===== src/rtl/spi_pkg.sv =====
// Shared constants for the SPI slave: default transfer width and bit-counter sizing.
package spi_pkg;

    localparam int SPI_DATA_WIDTH = 8;

    // Counter must index 0..DATA_WIDTH-1; keep at least one bit for degenerate widths.
    function automatic int cnt_width(input int dw);
        return (dw > 1) ? $clog2(dw) : 1;
    endfunction

    localparam int SPI_CNT_W = cnt_width(SPI_DATA_WIDTH);

endpackage


===== src/rtl/sync_edge_detect.sv =====
// Two-flop synchronizer for an asynchronous pin, plus a delayed copy that yields
// single-cycle rise/fall strobes in the clk domain.
module sync_edge_detect #(
    parameter logic RST_VAL = 1'b0
) (
    input  logic clk,
    input  logic rst,
    input  logic d_i,
    output logic q_o,
    output logic rise_o,
    output logic fall_o
);

    logic s1_q, s2_q, prev_q;

    always_ff @(posedge clk or negedge rst) begin
        if (!rst) begin
            s1_q   <= RST_VAL;
            s2_q   <= RST_VAL;
            prev_q <= RST_VAL;
        end else begin
            s1_q   <= d_i;
            s2_q   <= s1_q;
            prev_q <= s2_q;
        end
    end

    assign q_o    = s2_q;
    assign rise_o = s2_q & ~prev_q;
    assign fall_o = ~s2_q & prev_q;

endmodule


===== src/rtl/spi_slave.sv =====
// SPI mode-0 slave: shifts MOSI bytes in MSB-first on SCLK rise, echoes the previous
// byte on MISO on SCLK fall. All pins are oversampled by clk.
module spi_slave
    import spi_pkg::*;
#(
    parameter int DATA_WIDTH = SPI_DATA_WIDTH
) (
    input  logic                  clk,
    input  logic                  rst,
    input  logic                  sclk,
    input  logic                  cs,
    input  logic                  mosi,
    output logic                  miso,
    output logic                  done,
    output logic [DATA_WIDTH-1:0] received_data
);

    localparam int CNT_W = cnt_width(DATA_WIDTH);

    logic sclk_s, sclk_rise, sclk_fall;
    logic cs_s, cs_rise, cs_fall;
    logic mosi_s1_q, mosi_s2_q;

    logic [CNT_W-1:0]      cnt_q, cnt_d;
    logic [DATA_WIDTH-1:0] rx_q, rx_d;
    logic [DATA_WIDTH-1:0] tx_q, tx_d;
    logic [DATA_WIDTH-1:0] data_q, data_d;
    logic                  done_q, done_d;
    logic                  miso_q, miso_d;

    sync_edge_detect #(.RST_VAL(1'b0)) u_sclk_sync (
        .clk(clk), .rst(rst), .d_i(sclk),
        .q_o(sclk_s), .rise_o(sclk_rise), .fall_o(sclk_fall)
    );

    // cs idles high, so its synchronizer resets high to avoid a false frame start.
    sync_edge_detect #(.RST_VAL(1'b1)) u_cs_sync (
        .clk(clk), .rst(rst), .d_i(cs),
        .q_o(cs_s), .rise_o(cs_rise), .fall_o(cs_fall)
    );

    always_comb begin
        cnt_d  = cnt_q;
        rx_d   = rx_q;
        tx_d   = tx_q;
        data_d = data_q;
        done_d = done_q;
        miso_d = miso_q;
        if (cs_fall) begin
            cnt_d  = '0;
            done_d = 1'b0;
            tx_d   = data_q;
            miso_d = data_q[DATA_WIDTH-1];
        end else if (cs_s) begin
            // Deselected: drop any partial byte, hold results, park MISO low.
            miso_d = 1'b0;
            if (cs_rise) begin
                cnt_d = '0;
                rx_d  = '0;
            end
        end else begin
            if (sclk_rise) begin
                rx_d = {rx_q[DATA_WIDTH-2:0], mosi_s2_q};
                if (cnt_q == CNT_W'(DATA_WIDTH - 1)) begin
                    cnt_d  = '0;
                    data_d = rx_d;
                    done_d = 1'b1;
                end else begin
                    cnt_d = cnt_q + 1'b1;
                end
            end
            if (sclk_fall) begin
                tx_d   = {tx_q[DATA_WIDTH-2:0], 1'b0};
                miso_d = tx_q[DATA_WIDTH-2];
            end
        end
    end

    // mosi gets the same two-flop depth so it lines up with the sclk strobes.
    always_ff @(posedge clk or negedge rst) begin
        if (!rst) begin
            mosi_s1_q <= 1'b0;
            mosi_s2_q <= 1'b0;
            cnt_q     <= '0;
            rx_q      <= '0;
            tx_q      <= '0;
            data_q    <= '0;
            done_q    <= 1'b0;
            miso_q    <= 1'b0;
        end else begin
            mosi_s1_q <= mosi;
            mosi_s2_q <= mosi_s1_q;
            cnt_q     <= cnt_d;
            rx_q      <= rx_d;
            tx_q      <= tx_d;
            data_q    <= data_d;
            done_q    <= done_d;
            miso_q    <= miso_d;
        end
    end

    assign miso          = miso_q;
    assign done          = done_q;
    assign received_data = data_q;

    logic unused_sclk_s;
    assign unused_sclk_s = sclk_s;

endmodule


===== config.mk =====
export PLATFORM = sky130hd
export DESIGN_NAME = spi_slave
export DESIGN_NICKNAME = d
export VERILOG_FILES = /design/src/rtl/spi_pkg.sv /design/src/rtl/sync_edge_detect.sv /design/src/rtl/spi_slave.sv
export SDC_FILE = /design/constraint.sdc
export NUM_CORES = 1
export LEC_CHECK = 0
export CAP_MARGIN = 15
export CORE_ASPECT_RATIO = 2
export CORE_MARGIN = 5
export CORE_UTILIZATION = 54
export DETAILED_ROUTE_END_ITERATION = 7
export PLACE_DENSITY = 0.86
export SLEW_MARGIN = 20
export SYNTH_ARGS = -nofsm -noshare
export SYNTH_HDL_FRONTEND = slang
export SYNTH_SLANG_ARGS = --single-unit

===== constraint.sdc =====
create_clock -name clk -period 1.8 [get_ports clk]
set_input_delay 0.27 -clock clk [delete_from_list [all_inputs] [get_ports clk]]
set_output_delay 0.27 -clock clk [all_outputs]
set_load 0.01 [all_outputs]

Yosys cells after proc, flatten, opt, wreduce, memory -nomap -nowiden
Cells that the tools add are included.

$add $sub $neg: 1. Eq/ne operators: 4. Muxes and demuxes: 18. Bitwise gates (word level): 9. Reductions and logical operators: 11.

Operators by type and width (number): 7-bit two-way mux (6); 3-bit two-way mux (5); 2-bit nonzero test (4); 1-bit two-way mux (7); 3-bit AND reduction (2); 3-bit nonzero test (2); 1-bit NOT (5); 1-bit AND (4); 2-bit != test, second input constant (2); 2-bit AND reduction (2); 4-bit AND reduction (1); 3-bit by 1-bit adder with 3-bit output, second input constant (1); 3-bit equality test, second input constant (1); 3-bit != test, second input constant (1).

Flip-flop bits (word level): 35. Input bits: 5. Output and inout port bits: 10. Word-level logic and storage cells: 57.

Depth between registers and ports, before layout
Gate-level depths: netlist of the first run.

Word-level depth: 5. Depth in mapped cells: 6.

Hierarchy
From an unflattened synthesis of the first run, not the netlist that was laid out.

Cell total of the unflattened synthesis: 121. Area, all modules: 1519.0 sq um.

By module, submodules not included: spi_slave (instances 1, cells each 111, area each 1335.0 sq um); sync_edge_detect (u_cs_sync) (instances 1, cells each 5, area each 93.8 sq um); sync_edge_detect (u_sclk_sync) (instances 1, cells each 5, area each 90.1 sq um).

Worst setup path after synthesis of the first run
No wires, ideal clock.

Path type: reg-to-reg. Start point: register u_cs_sync.s2_q, in the netlist u_cs_sync.q_o. End point: register tx_q[1]. Setup time: 0.125 ns. Arrival: 1.495 ns. Data required time: 1.675 ns. Setup slack: 0.180 ns. Stages on the path, launching flop included: 5. Cells stage by stage: dfstp_2 -> nand2b_1 -> clkbuf_1 -> mux2_2 -> mux2_2.

Word-level cells in the longest chain between the ends: 4.

RTL lines: start: declaration (line sync_edge_detect.sv:14) `logic s1_q, s2_q, prev_q;`; start signal: assignment (line sync_edge_detect.sv:23) `s2_q <= s1_q;`; 1-bit NOT (no line); 1-bit AND (line sync_edge_detect.sv:30) `assign fall_o = ~s2_q & prev_q;`; 2-bit != test (no line) or 2-bit nonzero test (tied branches); 2-bit AND reduction (no line); end signal: assignment (line spi_slave.sv:95) `tx_q <= tx_d;`; end: declaration (line spi_slave.sv:26) `logic [DATA_WIDTH-1:0] tx_q, tx_d;`.

Parallel ways exist; a longest one is shown, timed or not. A chain may end at the register's enable or synchronous reset.

Final worst setup path of the first run
Start point: register cnt_q[0]. End point: register data_q[1], in the netlist received_data[1].

Word-level cells in the longest chain between the ends: 2.

RTL lines: start: declaration (line spi_slave.sv:24) `logic [CNT_W-1:0] cnt_q, cnt_d;`; start signal: assignment (line spi_slave.sv:93) `cnt_q <= cnt_d;`; 3-bit equality test (line spi_slave.sv:64) `if (cnt_q == CNT_W'(DATA_WIDTH - 1)) begin`; 4-bit AND reduction (no line); end signal: assignment (line spi_slave.sv:96) `data_q <= data_d;`; end: declaration (line spi_slave.sv:27) `logic [DATA_WIDTH-1:0] data_q, data_d;`.

No other way between the ends.

==> impl_metrics.tcl, run 1 <==
set metrics [dict create \
    clk_latency_ns 0.29 \
    cts.path.max_buffers 2 \
    drt-total-wl_um 2600 \
    final_nets 138 \
    slew_violations 0 \
    placed_cell_area_mm2 0.00164 \
    grt_pass1_wl_um 4180 \
    p_seq_share_pct 56.3 \
    p_clk_share_pct 38.5 \
    cts_buffers 5 \
    synth-seq-cells 35 \
    synthAdderAreaFrac_pct 1.72 \
    internal_power_mw 1.15 \
    worstHoldPathCells 0 \
    synth.top_cell.area_share_pct 54.9 \
    setup_viol 0 \
    dieHeight_um 83.5 \
    cp_max_fo 9 \
    yosysWarnings 0 \
    start_util_pct 56.8 \
    clkTransAtPathRegs_ns 0.06 \
    r2r_cells 6 \
    p_leak_nw 0.838 \
    cp-start-kind "flop" \
    min_period_ns 1.76 \
    outcome "finished clean" \
    first_iter_violations 21 \
    final_cells 160 \
    netlist_top_cells_area "dfrtp_1 55%, mux2_2 9.3%, mux2_4 8.2%" \
    cts_tree "built" \
    cap_violations 0 \
    vias_per_cell 5.66 \
    comb_power_share_pct 5.2 \
    areaGrowthSynthToFinish_pct 19.1 \
    tightestPinTransition_ns 0.880 \
    cts_hold_buffers 0 \
    place.gp.congestion 0.790 \
    postRouteAntennaNets 0 \
    crit_required_ns 1.97 \
    critical_path_class "reg2reg" \
    cp_cell_sequence "ha_1, ha_1, inv_1, or3_1, buf_4, mux2_4" \
    crit-reg2reg-launch "cnt_q[0]$_DFFE_PN0P_" \
    synth_top_family_by_area "multiplexers" \
    swShare_pct 22.1 \
    slowest_delay_ns 0.39 \
    synthCells 110 \
    power.density_mw_per_mm2 853 \
    num_rows 26 \
    end_kind "flop" \
    fin_crit_sh_pct 97.7 \
    muxShareOfSynthArea_pct 20.2 \
    hold_violations 0 \
    hp-start "u_sclk_sync.s1_q$_DFF_PN0_" \
    p_switching_mw 0.328 \
    drt_pass1_iterations 4 \
    yosysUniqueCellTypes 22 \
    layout_common_cells "32 x dfrtp_1, 14 x clkdlybuf4s50_1, 12 x mux2_2" \
    hold_end "u_sclk_sync.q_o$_DFF_PN0_" \
    crit_slowest_cell "dfrtp_1" \
    slew_headroom_pct 41.2 \
    syn_area_per_cell_um2 13.3 \
    syn_nets 117 \
    max_freq_mhz 568 \
    r2r_end "received_data[1]$_DFFE_PN0P_" \
    fin_area_mm2 0.00174 \
    diodes 0 \
    grt_max_degree 36 \
    nFillCells 184 \
    dieWidth_um 46.8 \
    io_buffers 14 \
    syn_area_mm2 0.00146 \
    grt_usage_pct 15.0 \
    num_vias 906 \
    rsz0062_at_grt "no" \
    synth_xor_area_share_pct 0 \
    antenna_found_initial 0 \
    dp_cells 152 \
    rrSetupSlack_ns 0.04 \
    fin_worst_skew_ns 0.0102 \
    drive_gt1_share_pct 27.3 \
    drc 0 \
    synth_top_area_cell "dfrtp_1" \
    cts_root_buf "clkbuf_8" \
    finalSetupTns_ns 0 \
    yosysSeqAreaShare_pct 60.3 \
    num_io_pins 15 \
    wl_per_cell_um 16.2 \
    dp_hpwl_um 1870 \
    path_common_cell "ha_1" \
    grt_overflow 0 \
    grt_pass1_vias 915 \
    vdd_drop_max_uv 735 \
    min_path_type "reg2reg" \
    synth-compound-area-share_pct 8.32 \
    mostFrequentLayoutCell "dfrtp_1" \
    crit_arrival_ns 1.93 \
    core_mm2 0.00257 \
    htree_levels 2 \
    cts.sink_count 35 \
    synthSimpleGateAreaFrac_pct 6.52 \
    die_area_mm2 0.00390 \
]
per-layer routing:
layer	GRT usage [%]	share of wire, %	vias to the layer above
li1	-	-	425
met1	16.1	37	459
met2	24.2	56	15
met3	5.18	4.1	7
met4	8.31	2.7	0
met5	0	0	-
power groups by stage:
stage | sequential [mW] | clock [mW] | combinational, mW
final | 0.835 | 0.570 | 0.0777
after global routing | 0.837 | 0.632 | 0.0864
after CTS | 0.834 | 0.590 | 0.0791
after detailed placement | 0.848 | 0 | 0.0786
after global placement | 0.846 | 0 | 0.0750
after floorplan | 0.839 | 0 | 0.0430
what timing repair did:
| item | CTS | global route |
|---|---|---|
| setup endpoints to repair | 0 | 4 |
| resized for setup | 0 | 1 |
| setup buffers | 0 | 0 |
synthesized netlist by cell type:
master,instances
a211oi_1,1
a21oi_1,1
a22oi_1,7
buf_2,1
buf_6,1
clkbuf_1,3
dfrtp_1,32
dfstp_2,3
ha_1,2
inv_1,4
mux2_2,12
mux2_4,8
mux2i_1,4
nand2_1,9
nand2b_1,3
nand3_1,3
nor2_1,2
nor3b_1,1
o21ai_0,10
o22ai_1,1
or2_1,1
or3_1,1
how the worst max path moves through the flow:
stage | cells past startpoint | from | end | slack (ns)
final | 6 | cnt_q[0]$_DFFE_PN0P_ | received_data[1]$_DFFE_PN0P_ | 0.04
after global routing | 6 | cnt_q[0]$_DFFE_PN0P_ | received_data[1]$_DFFE_PN0P_ | 0.008
after CTS | 3 | u_cs_sync.q_o$_DFF_PN1_ | tx_q[2]$_DFFE_PN0P_ | 0.02
after detailed placement | 3 | u_cs_sync.q_o$_DFF_PN1_ | tx_q[2]$_DFFE_PN0P_ | 0.04
after global placement | 3 | u_cs_sync.q_o$_DFF_PN1_ | tx_q[6]$_DFFE_PN0P_ | 0.11
after floorplan | 4 | u_cs_sync.q_o$_DFF_PN1_ | tx_q[1]$_DFFE_PN0P_ | 0.18
cells by family after synthesis:
group	Yosys count
AND/OR/NAND/NOR	20
flip-flops	35
adder cells (fa/ha/maj)	2
multiplexers	24
AO/OA/AOI/OAI	20
buffers and inverters	9
stage by stage:
stage,util [%],hold slack [ns],power (mW),setup slack (ns)
CTS,67.5,0.354,1.50,0.0234
global placement,64.0,0.336,0.921,0.107
global route,67.6,0.370,1.55,0.00830
floorplan,-,-0.0256,0.882,0.180
finish,67.6,0.352,1.48,0.0409
detailed placement,64.0,0.340,0.926,0.0373
cell type report:
| type | count | area (µm²) | area share, % |
|---|---|---|---|
| inverters | 4 | 15.0 | 0.864 |
| clock inverters | 1 | 5.00 | 0.288 |
| well taps | 28 | 35.0 | 2.02 |
| repair buffers | 19 | 178 | 10.2 |
| flip-flops and latches | 35 | 880 | 50.6 |
| multi-input cells | 66 | 539 | 31.0 |
| clock buffers | 7 | 86.3 | 4.97 |
sequential cells by signal (all words and copies together), names as in the netlist, 3 cells and up:
name,cells
rx_q,7
cnt_q,3
tx_q,7
received_data,8
worst max-delay path, delay by kind of cell, from the launching register on:
family                   cells  cell delay (ns)
adder cells (fa/ha/maj)      2             0.34
buffers and inverters        2             0.24
flip-flops                   1             0.39
multiplexers                 1             0.31
AND/OR/NAND/NOR              1             0.37
(Power assumes the default switching activity.)
==> run 2: changes to the inputs <==
Settings changed: SETUP_SLACK_MARGIN from default to 0.1.
==> run 2 against run 1 <==
Sequential power hardly changed. Sequential cell count unchanged. Largest power group unchanged. Highest routed layer unchanged. Clock skew decreased by 0.0024 ns. Die area unchanged.
==> impl_metrics.tcl, run 2 (synthesis results as in run 1) <==
set metrics [dict create \
    cts_buffers 5 \
    diodes 0 \
    dp_hpwl_um 1870 \
    cts_root_buf "clkbuf_8" \
    outcome "finished clean" \
    grt_max_degree 36 \
    io_buffers 14 \
    vdd_drop_max_uv 897 \
    finalSetupTns_ns 0 \
    min_path_type "reg2reg" \
    cpLargestDelayFamily "simple AND/OR/NAND/NOR gates" \
    core_mm2 0.00257 \
    drive_gt1_share_pct 34.5 \
    cp-start-kind "flop" \
    layout_common_cells "32 x dfrtp_1, 14 x clkdlybuf4s50_1, 12 x mux2_2" \
    postRouteAntennaNets 0 \
    slowest_delay_ns 0.39 \
    max_freq_mhz 589 \
    hold_violations 0 \
    cap_violations 0 \
    final_util_pct 71.3 \
    slew_violations 0 \
    crit_buf_inv 2 \
    worst-path-stages 6 \
    mostFrequentLayoutCell "dfrtp_1" \
    r2r_cells 6 \
    crit_required_ns 1.96 \
    tightestPinTransition_ns 0.522 \
    grt_usage_pct 15.8 \
    power.density_mw_per_mm2 814 \
    fin_worst_skew_ns 0.00786 \
    drc 0 \
    cts.sink_count 35 \
    power_mw 1.49 \
    die_area_mm2 0.00390 \
    clk_latency_ns 0.29 \
    min_period_ns 1.70 \
    place_ws_ns 0.0373 \
    num_io_pins 15 \
    cp_max_fo 5 \
    place.gp.congestion 0.790 \
    drt-total-wl_um 2870 \
    htree_levels 2 \
    cts_tree "built" \
    num_vias 968 \
    largest_reg_flops 8 \
    drt_pass1_iterations 4 \
    first_iter_violations 55 \
    grt_pass1_wl_um 4390 \
    crit_arrival_ns 1.86 \
    fin_crit_sh_pct 94.3 \
    grt_pass1_vias 973 \
    start_util_pct 56.8 \
    fin_ws_ns 0.102 \
    clkTransAtPathRegs_ns 0.06 \
    crit_slowest_cell "or3_4" \
    dieWidth_um 46.8 \
    end_kind "flop" \
    areaGrowthSynthToFinish_pct 25.6 \
    p_leak_nw 0.882 \
    wl_per_cell_um 17.2 \
    placed_cell_area_mm2 0.00164 \
    critical_path_class "reg2reg" \
    cts.path.max_buffers 2 \
    grt_overflow 0 \
    vias_per_cell 5.80 \
    worstHoldPathCells 0 \
    num_rows 26 \
    setup_viol 0 \
    cp_cell_sequence "ha_2, ha_4, inv_2, or3_4, buf_8, mux2_4" \
    fin_area_mm2 0.00183 \
    dieHeight_um 83.5 \
    final_nets 145 \
    rsz0062_at_grt "yes" \
    antenna_found_initial 0 \
    slew_headroom_pct 65.1 \
]
run 2: stage by stage:
stage                     hold slack [ns]  std cells
after detailed placement            0.340        152
final                               0.352        167
after floorplan                   -0.0256        110
after CTS                           0.354        163
after global placement              0.336        152
after global routing                0.370        167
run 2: per-layer routing:
| metal | GRT usage [%] | part of all wire [%] | wire [µm] |
|---|---|---|---|
| met1 | 17.2 | 38 | 1090 |
| met2 | 24.7 | 57 | 1640 |
| met3 | 5.18 | 3.7 | 106 |
| met4 | 10.3 | 1.4 | 41 |
| met5 | 0 | 0 | 0 |
run 2: where the power goes:
part	internal (mW)	switching, mW	leakage, nW
sequential	0.811	0.0237	0.465
clock	0.308	0.259	0.0482
combinational	0.0434	0.0468	0.369
run 2: final timing paths:
path	from	end	slack, ns
max in group asynchronous	rst	u_cs_sync.q_o$_DFF_PN1_	1.06
max reg2reg	cnt_q[0]$_DFFE_PN0P_	received_data[1]$_DFFE_PN0P_	0.10
min	u_sclk_sync.s1_q$_DFF_PN0_	u_sclk_sync.q_o$_DFF_PN0_	0.35
min in group asynchronous	rst	u_sclk_sync.prev_q$_DFF_PN0_	0.39
min reg2reg	u_sclk_sync.s1_q$_DFF_PN0_	u_sclk_sync.q_o$_DFF_PN0_	0.35
max	cnt_q[0]$_DFFE_PN0P_	received_data[1]$_DFFE_PN0P_	0.10
run 2: what timing repair did:
action | 4_1_cts | 5_1_grt
cloned | 1 | 0
hold buffers | 0 | 0
endpoints found under the setup margin | 14 | 16
resized for setup | 3 | 10
buffers inserted | 2 | 4
pin swaps | 0 | 2
run 2: cell type report:
type                    instances  area, µm²
flip-flops and latches         35        880
inverters                       4       15.0
well taps                      28       35.0
clock buffers                   7       86.3
repair buffers                 26        241
multi-input cells              66        569
fillers                       172        738
clock inverters                 1       5.00
